[src/rtl/button_event_gen.sv]
// -----------------------------------------------------------------------------
// button_event_gen
//
// Conditions the raw "person arrived" (up) and "person served" (down) push
// buttons for the person up/down counter. Each button is synchronised to clk,
// debounced by its own four-state machine, and turned into exactly one
// single-cycle enable pulse per clean press. The counter downstream runs on
// clk and uses these pulses as enables. No derived clock is needed.
//
// Parameters
//   DEBOUNCE_CYCLES : consecutive stable samples needed to accept a level
//                     change (>= 2). The default gives 10 ms at 50 MHz.
//   CNT_W           : debounce counter width.
//
// Ports
//   clk        in  board clock, the only clock in the block
//   reset      in  asynchronous, active-high reset
//   up         in  raw, bouncing, asynchronous arrival button
//   down       in  raw, bouncing, asynchronous served button
//   inc_pulse  out one-cycle pulse per accepted up press
//   dec_pulse  out one-cycle pulse per accepted down press
//   up_level   out debounced level of up
//   down_level out debounced level of down
//   conflict   out one-cycle pulse when both presses are accepted together
// -----------------------------------------------------------------------------
module button_event_gen #(
   parameter int DEBOUNCE_CYCLES = 500000,
   parameter int CNT_W           = $clog2(DEBOUNCE_CYCLES)
) (
   input  logic clk,
   input  logic reset,
   input  logic up,
   input  logic down,
   output logic inc_pulse,
   output logic dec_pulse,
   output logic up_level,
   output logic down_level,
   output logic conflict
);

   // Button index 0 is up, index 1 is down.
   localparam int NBTN = 2;
   localparam int UP   = 0;
   localparam int DN   = 1;

   // cnt runs from 0 to DEBOUNCE_CYCLES-1 and never wraps. The terminal
   // value always fits in CNT_W bits.
   localparam logic [CNT_W-1:0] CNT_LAST = CNT_W'(DEBOUNCE_CYCLES - 1);
   localparam logic [CNT_W-1:0] CNT_ONE  = CNT_W'(1);

   typedef enum logic [1:0] {
      IDLE      = 2'd0,
      ARMING    = 2'd1,
      HELD      = 2'd2,
      RELEASING = 2'd3
   } state_t;

   logic [NBTN-1:0] raw;
   logic [NBTN-1:0] s1;
   logic [NBTN-1:0] s2;
   state_t          btn_state [NBTN];
   logic [CNT_W-1:0] cnt      [NBTN];
   logic [NBTN-1:0] level;
   logic [NBTN-1:0] press_ev;

   assign raw = {down, up};

   // ---- Stage: two-flop synchroniser per button --------------------------
   always_ff @(posedge clk or posedge reset) begin
      if (reset) begin
         s1 <= '0;
         s2 <= '0;
      end else begin
         s1 <= raw;
         s2 <= s1;
      end
   end

   // ---- Stage: debounce state machines -----------------------------------
   // ARMING and RELEASING count consecutive samples that disagree with the
   // accepted level. The entry transition already counts as the first
   // sample, so cnt starts at 1 there. Any sample that agrees with the
   // accepted level drops the FSM back and clears the count. A bouncing
   // contact therefore never accumulates credit across bounces.
   always_ff @(posedge clk or posedge reset) begin
      if (reset) begin
         level <= '0;
         for (int b = 0; b < NBTN; b++) begin
            btn_state[b] <= IDLE;
            cnt[b]       <= '0;
         end
      end else begin
         for (int b = 0; b < NBTN; b++) begin
            case (btn_state[b])
               IDLE: begin
                  if (s2[b]) begin
                     btn_state[b] <= ARMING;
                     cnt[b]       <= CNT_ONE;
                  end
               end

               ARMING: begin
                  if (!s2[b]) begin
                     btn_state[b] <= IDLE;
                     cnt[b]       <= '0;
                  end else if (cnt[b] == CNT_LAST) begin
                     btn_state[b] <= HELD;
                     cnt[b]       <= '0;
                     level[b]     <= 1'b1;
                  end else begin
                     cnt[b] <= cnt[b] + CNT_ONE;
                  end
               end

               HELD: begin
                  if (!s2[b]) begin
                     btn_state[b] <= RELEASING;
                     cnt[b]       <= CNT_ONE;
                  end
               end

               RELEASING: begin
                  if (s2[b]) begin
                     btn_state[b] <= HELD;
                     cnt[b]       <= '0;
                  end else if (cnt[b] == CNT_LAST) begin
                     btn_state[b] <= IDLE;
                     cnt[b]       <= '0;
                     level[b]     <= 1'b0;
                  end else begin
                     cnt[b] <= cnt[b] + CNT_ONE;
                  end
               end

               default: begin
                  btn_state[b] <= IDLE;
                  cnt[b]       <= '0;
               end
            endcase
         end
      end
   end

   // A press event is the ARMING->HELD transition happening on this edge.
   // Decoding it from the current state lets the pulse register fire on the
   // same edge that raises the debounced level.
   always_comb begin
      press_ev = '0;
      for (int b = 0; b < NBTN; b++) begin
         press_ev[b] = (btn_state[b] == ARMING) && s2[b] && (cnt[b] == CNT_LAST);
      end
   end

   // ---- Stage: arbitration and registered pulse outputs ------------------
   // Simultaneous up and down presses cancel: the counter must not move,
   // so only the conflict flag is raised.
   always_ff @(posedge clk or posedge reset) begin
      if (reset) begin
         inc_pulse <= 1'b0;
         dec_pulse <= 1'b0;
         conflict  <= 1'b0;
      end else begin
         inc_pulse <= press_ev[UP] & ~press_ev[DN];
         dec_pulse <= press_ev[DN] & ~press_ev[UP];
         conflict  <= press_ev[UP] &  press_ev[DN];
      end
   end

   assign up_level   = level[UP];
   assign down_level = level[DN];

endmodule

[config.mk]
export PLATFORM = sky130hd
export DESIGN_NAME = button_event_gen
export DESIGN_NICKNAME = d
export VERILOG_FILES = /design/src/rtl/button_event_gen.sv
export SDC_FILE = /design/constraint.sdc
export NUM_CORES = 1
export LEC_CHECK = 0
export CAP_MARGIN = 10
export CORE_ASPECT_RATIO = 1.75
export CORE_MARGIN = 1.5
export CORE_UTILIZATION = 30
export CTS_CLUSTER_SIZE = 25
export DETAILED_ROUTE_END_ITERATION = 12
export PLACE_DENSITY = 0.44
export SETUP_SLACK_MARGIN = 0.4
export SLEW_MARGIN = 20
export SYNTH_ARGS = -nofsm -noshare
export SYNTH_HDL_FRONTEND = slang
export SYNTH_SLANG_ARGS = --single-unit
[constraint.sdc]
create_clock -name clk -period 1.9 [get_ports clk]
set_input_delay 0.38 -clock clk [delete_from_list [all_inputs] [get_ports clk]]
set_output_delay 0.38 -clock clk [all_outputs]
set_load 0.02 [all_outputs]
==> impl_metrics.ini <==
[synth]
synth_seq_cells = 51
async_reset_ff_share_pct = 100
ys.flop_type = dfrtp_1
synth.distinct_cells = 48
syn-instance-count = 290
yosys_warnings = 0
synth_largest_area_cell = dfrtp_1
synth_edf_count = 0
syn_nets = 296
ys_top_cells_by_area = dfrtp_1, nand2_1, nand3_1, o21ai_0, or3_1
syn_avg_cell_area_um2 = 9.20
syn-cell-area_um2 = 2670
yosysTopAreaCellShare_pct = 47.8
seq_area_frac_synth_pct = 47.8

[outcome]
violations = negative setup slack
outcome = complete, but fails checks

[sta]
rsz0062_at_grt = true
final_max_slew_viol_count = 0
hold_violations = 0
postLayoutSetupSlackWorst_ns = -0.0317
layout_worst_path_cycle_share_pct = 102
fin_skew_ns = 0.00606
relSlewSlack_pct = 73.6
setup_violations = 3
max_freq_mhz = 518
fin_crit_ns = 1.93
fin_hold_ws_ns = 0.352
tns_ns = -0.0737
tightest_slew_ns = 0.396

[clock_tree]
clkSinkCount = 51
clkTransAtPathRegs_ns = 0.07
numCtsBuffers = 5
worstSkewPairLatency_ns = 0.29
htreeDepth = 2
clk_path_buf_depth = 2
root_buffer = clkbuf_16
cts_tree = built

[route]
vias = 2435
via_per_inst = 5.09
postRouteWirelength_um = 7520
wl_per_cell_um = 15.7
initialDrtViolationCount = 117
drc = 0
first_pass_iters = 4
drtAntennaViolNets = 0

[floorplan]
initial_core_util_pct = 30.8
design.core.area_um2 = 8670
rows = 45
die-area_um2 = 9490
io_pins = 9
die_width_um = 74.3
die_h_um = 128

[grt]
grt_usage_pct = 17.0
grt_pass1_wl_um = 12200
grt_max_degree = 52
grt_overflow_total = 0
first_global_vias = 2505
antenna_found_initial = 0

[critical_path]
cp-start-kind = register
worstPathRequired_ns = 2.08
path_buf_inv = 0
crit_type = register to register
cp_data_arrival_time_ns = 2.11
crit_chain = or4b_4 > nor3_4 > a21oi_4 > and3_1 > a211o_1
end_kind = register
worst_path_max_delay_cell = or4b_4
crit_fanout = 6
crit_family = simple AND/OR/NAND/NOR gates
slowest_delay_ns = 0.55

[layout]
instances_no_fill = 478
diodes = 0
final_net_count = 366
final-seq-area_um2 = 1280
area_delta_synth_final_pct = 50.8
multi_input_area_um2 = 1690
nFillCells = 854
drive_gt1_share_pct = 39.6

[pwr]
finalPower_mw = 3.24
power_density_nw_per_um2 = 805
irDropWorstVdd_mv = 0.558
p_leak_nw = 1.72

[run]
drv_cap = 0

[place]
dp_worst_setup_slack_ns = 0.00200
port_buffers = 8
dp_cells = 454
dp_hpwl_um = 5140
gp_congestion = 0.809

[worst_hold_path]
worst_hold_path_type = register to register
-- registers in the layout, summed over array words and instances, names as in the netlist, named ones only --
signal,cells
level,2
s1,2
inc_pulse,1
s2,2
conflict,1
btn_state,2
dec_pulse,1
cnt,38
-- worst reg2reg max path, stage by stage (launching register included) --
cell	delay, ns
dfrtp_1	0.38
or4b_4	0.55
nor3_4	0.31
a21oi_4	0.16
and3_1	0.18
a211o_1	0.23
-- layout make-up --
type,count,share of cell area [%]
multi-input cells,221,42.0
flip-flops and latches,51,31.8
repair buffers,73,17.4
well taps,117,3.64
clock buffers,6,3.45
clock inverters,2,0.871
inverters,8,0.840
-- routing by layer --
layer / global-route usage [%] / part of all wire [%] / vias to the layer above
met5: 0 / 0 / -
met4: 7.38 / 3.5 / 0
met3: 2.36 / 1.5 / 14
met2: 32.9 / 58 / 28
met1: 17.0 / 36 / 1194
li1: - / - / 1199
-- cell families (layout without fill, tap and decap cells) --
| family | Yosys count | count (layout) | share of synthesized area [%] |
|---|---|---|---|
| muxes | 2 | 2 | 0.797 |
| adders and majority gates | 2 | 2 | 0.937 |
| and+or+nand+nor | 150 | 150 | 30.5 |
| DFF | 51 | 51 | 47.8 |
| AOI/OAI and AO/OA | 57 | 57 | 14.0 |
| buffers and inverters | 18 | 89 | 2.63 |
| xor gates and xnor gates | 10 | 10 | 3.28 |
-- what timing repair did --
action	CTS	global route
buffers inserted	4	10
hold buffers	0	0
gates cloned	1	1
endpoints found under the setup margin	47	46
gates resized for setup	48	41
pin swaps	14	20
-- synth_stat cells, types with 8 or more instances --
cell	count
nand4_1	9
o21ai_0	21
nand3_1	28
nand2_1	40
inv_1	8
dfrtp_1	51
a21oi_1	10
nor2_1	12
or3_1	16
-- metrics by stage --
stage | util, % | instance area (µm²)
2_1_floorplan | - | 2780
3_3_place_gp | 38.8 | 3370
3_5_place_dp | 38.8 | 3370
4_1_cts | 43.3 | 3760
5_1_grt | 46.4 | 4020
6_report | 46.4 | 4020
-- placed cells by master (no fill, tap or decap), types with 3 or more instances in the layout --
cell type | synthesis | final
nand2_1 | 40 | 38
clkdlybuf4s50_1 | 0 | 3
dfrtp_1 | 51 | 49
buf_6 | 0 | 10
nand3_4 | 0 | 4
nand3_1 | 28 | 14
nand3_2 | 1 | 11
nand2b_1 | 3 | 3
nor4_2 | 0 | 3
nor3_1 | 7 | 6
nor2_4 | 0 | 3
dlygate4sd2_1 | 0 | 4
xor2_1 | 5 | 4
and2_1 | 5 | 3
inv_1 | 8 | 7
o21ai_0 | 21 | 8
buf_12 | 0 | 4
nor2_1 | 12 | 9
xnor2_1 | 5 | 5
or3_1 | 16 | 12
a22o_1 | 7 | 7
and3_1 | 7 | 6
o21ai_1 | 0 | 10
a21o_1 | 4 | 4
or3_4 | 2 | 6
clkbuf_16 | 0 | 7
buf_4 | 0 | 47
a21oi_2 | 1 | 5
a21oi_1 | 10 | 4
nand4_1 | 9 | 9
-- worst paths after layout --
check                           depth (start not counted)                start  slack [ns]                   to
worst max-delay path                                    5  cnt[26]$_DFFE_PP0P_       -0.03  cnt[25]$_DFFE_PP0P_
worst min-delay path                                    0      s1[0]$_DFF_PP0_        0.35      s2[0]$_DFF_PP0_
worst max register to register                          5  cnt[26]$_DFFE_PP0P_       -0.03  cnt[25]$_DFFE_PP0P_
worst min register to register                          0      s1[0]$_DFF_PP0_        0.35      s2[0]$_DFF_PP0_
max in group asynchronous                               3                reset        1.13      s2[0]$_DFF_PP0_
min in group asynchronous                               3                reset        0.50  cnt[20]$_DFFE_PP0P_
-- report_power, final --
| group | internal [mW] | switching [mW] | total, mW | leakage, nW |
|---|---|---|---|---|
| Combinational | 0.469 | 0.494 | 0.963 | 0.941 |
| Sequential | 1.14 | 0.0731 | 1.22 | 0.689 |
| Clock | 0.656 | 0.401 | 1.06 | 0.0868 |
| Total | 2.27 | 0.968 | 3.24 | 1.72 |
(Power assumes the default switching activity.)
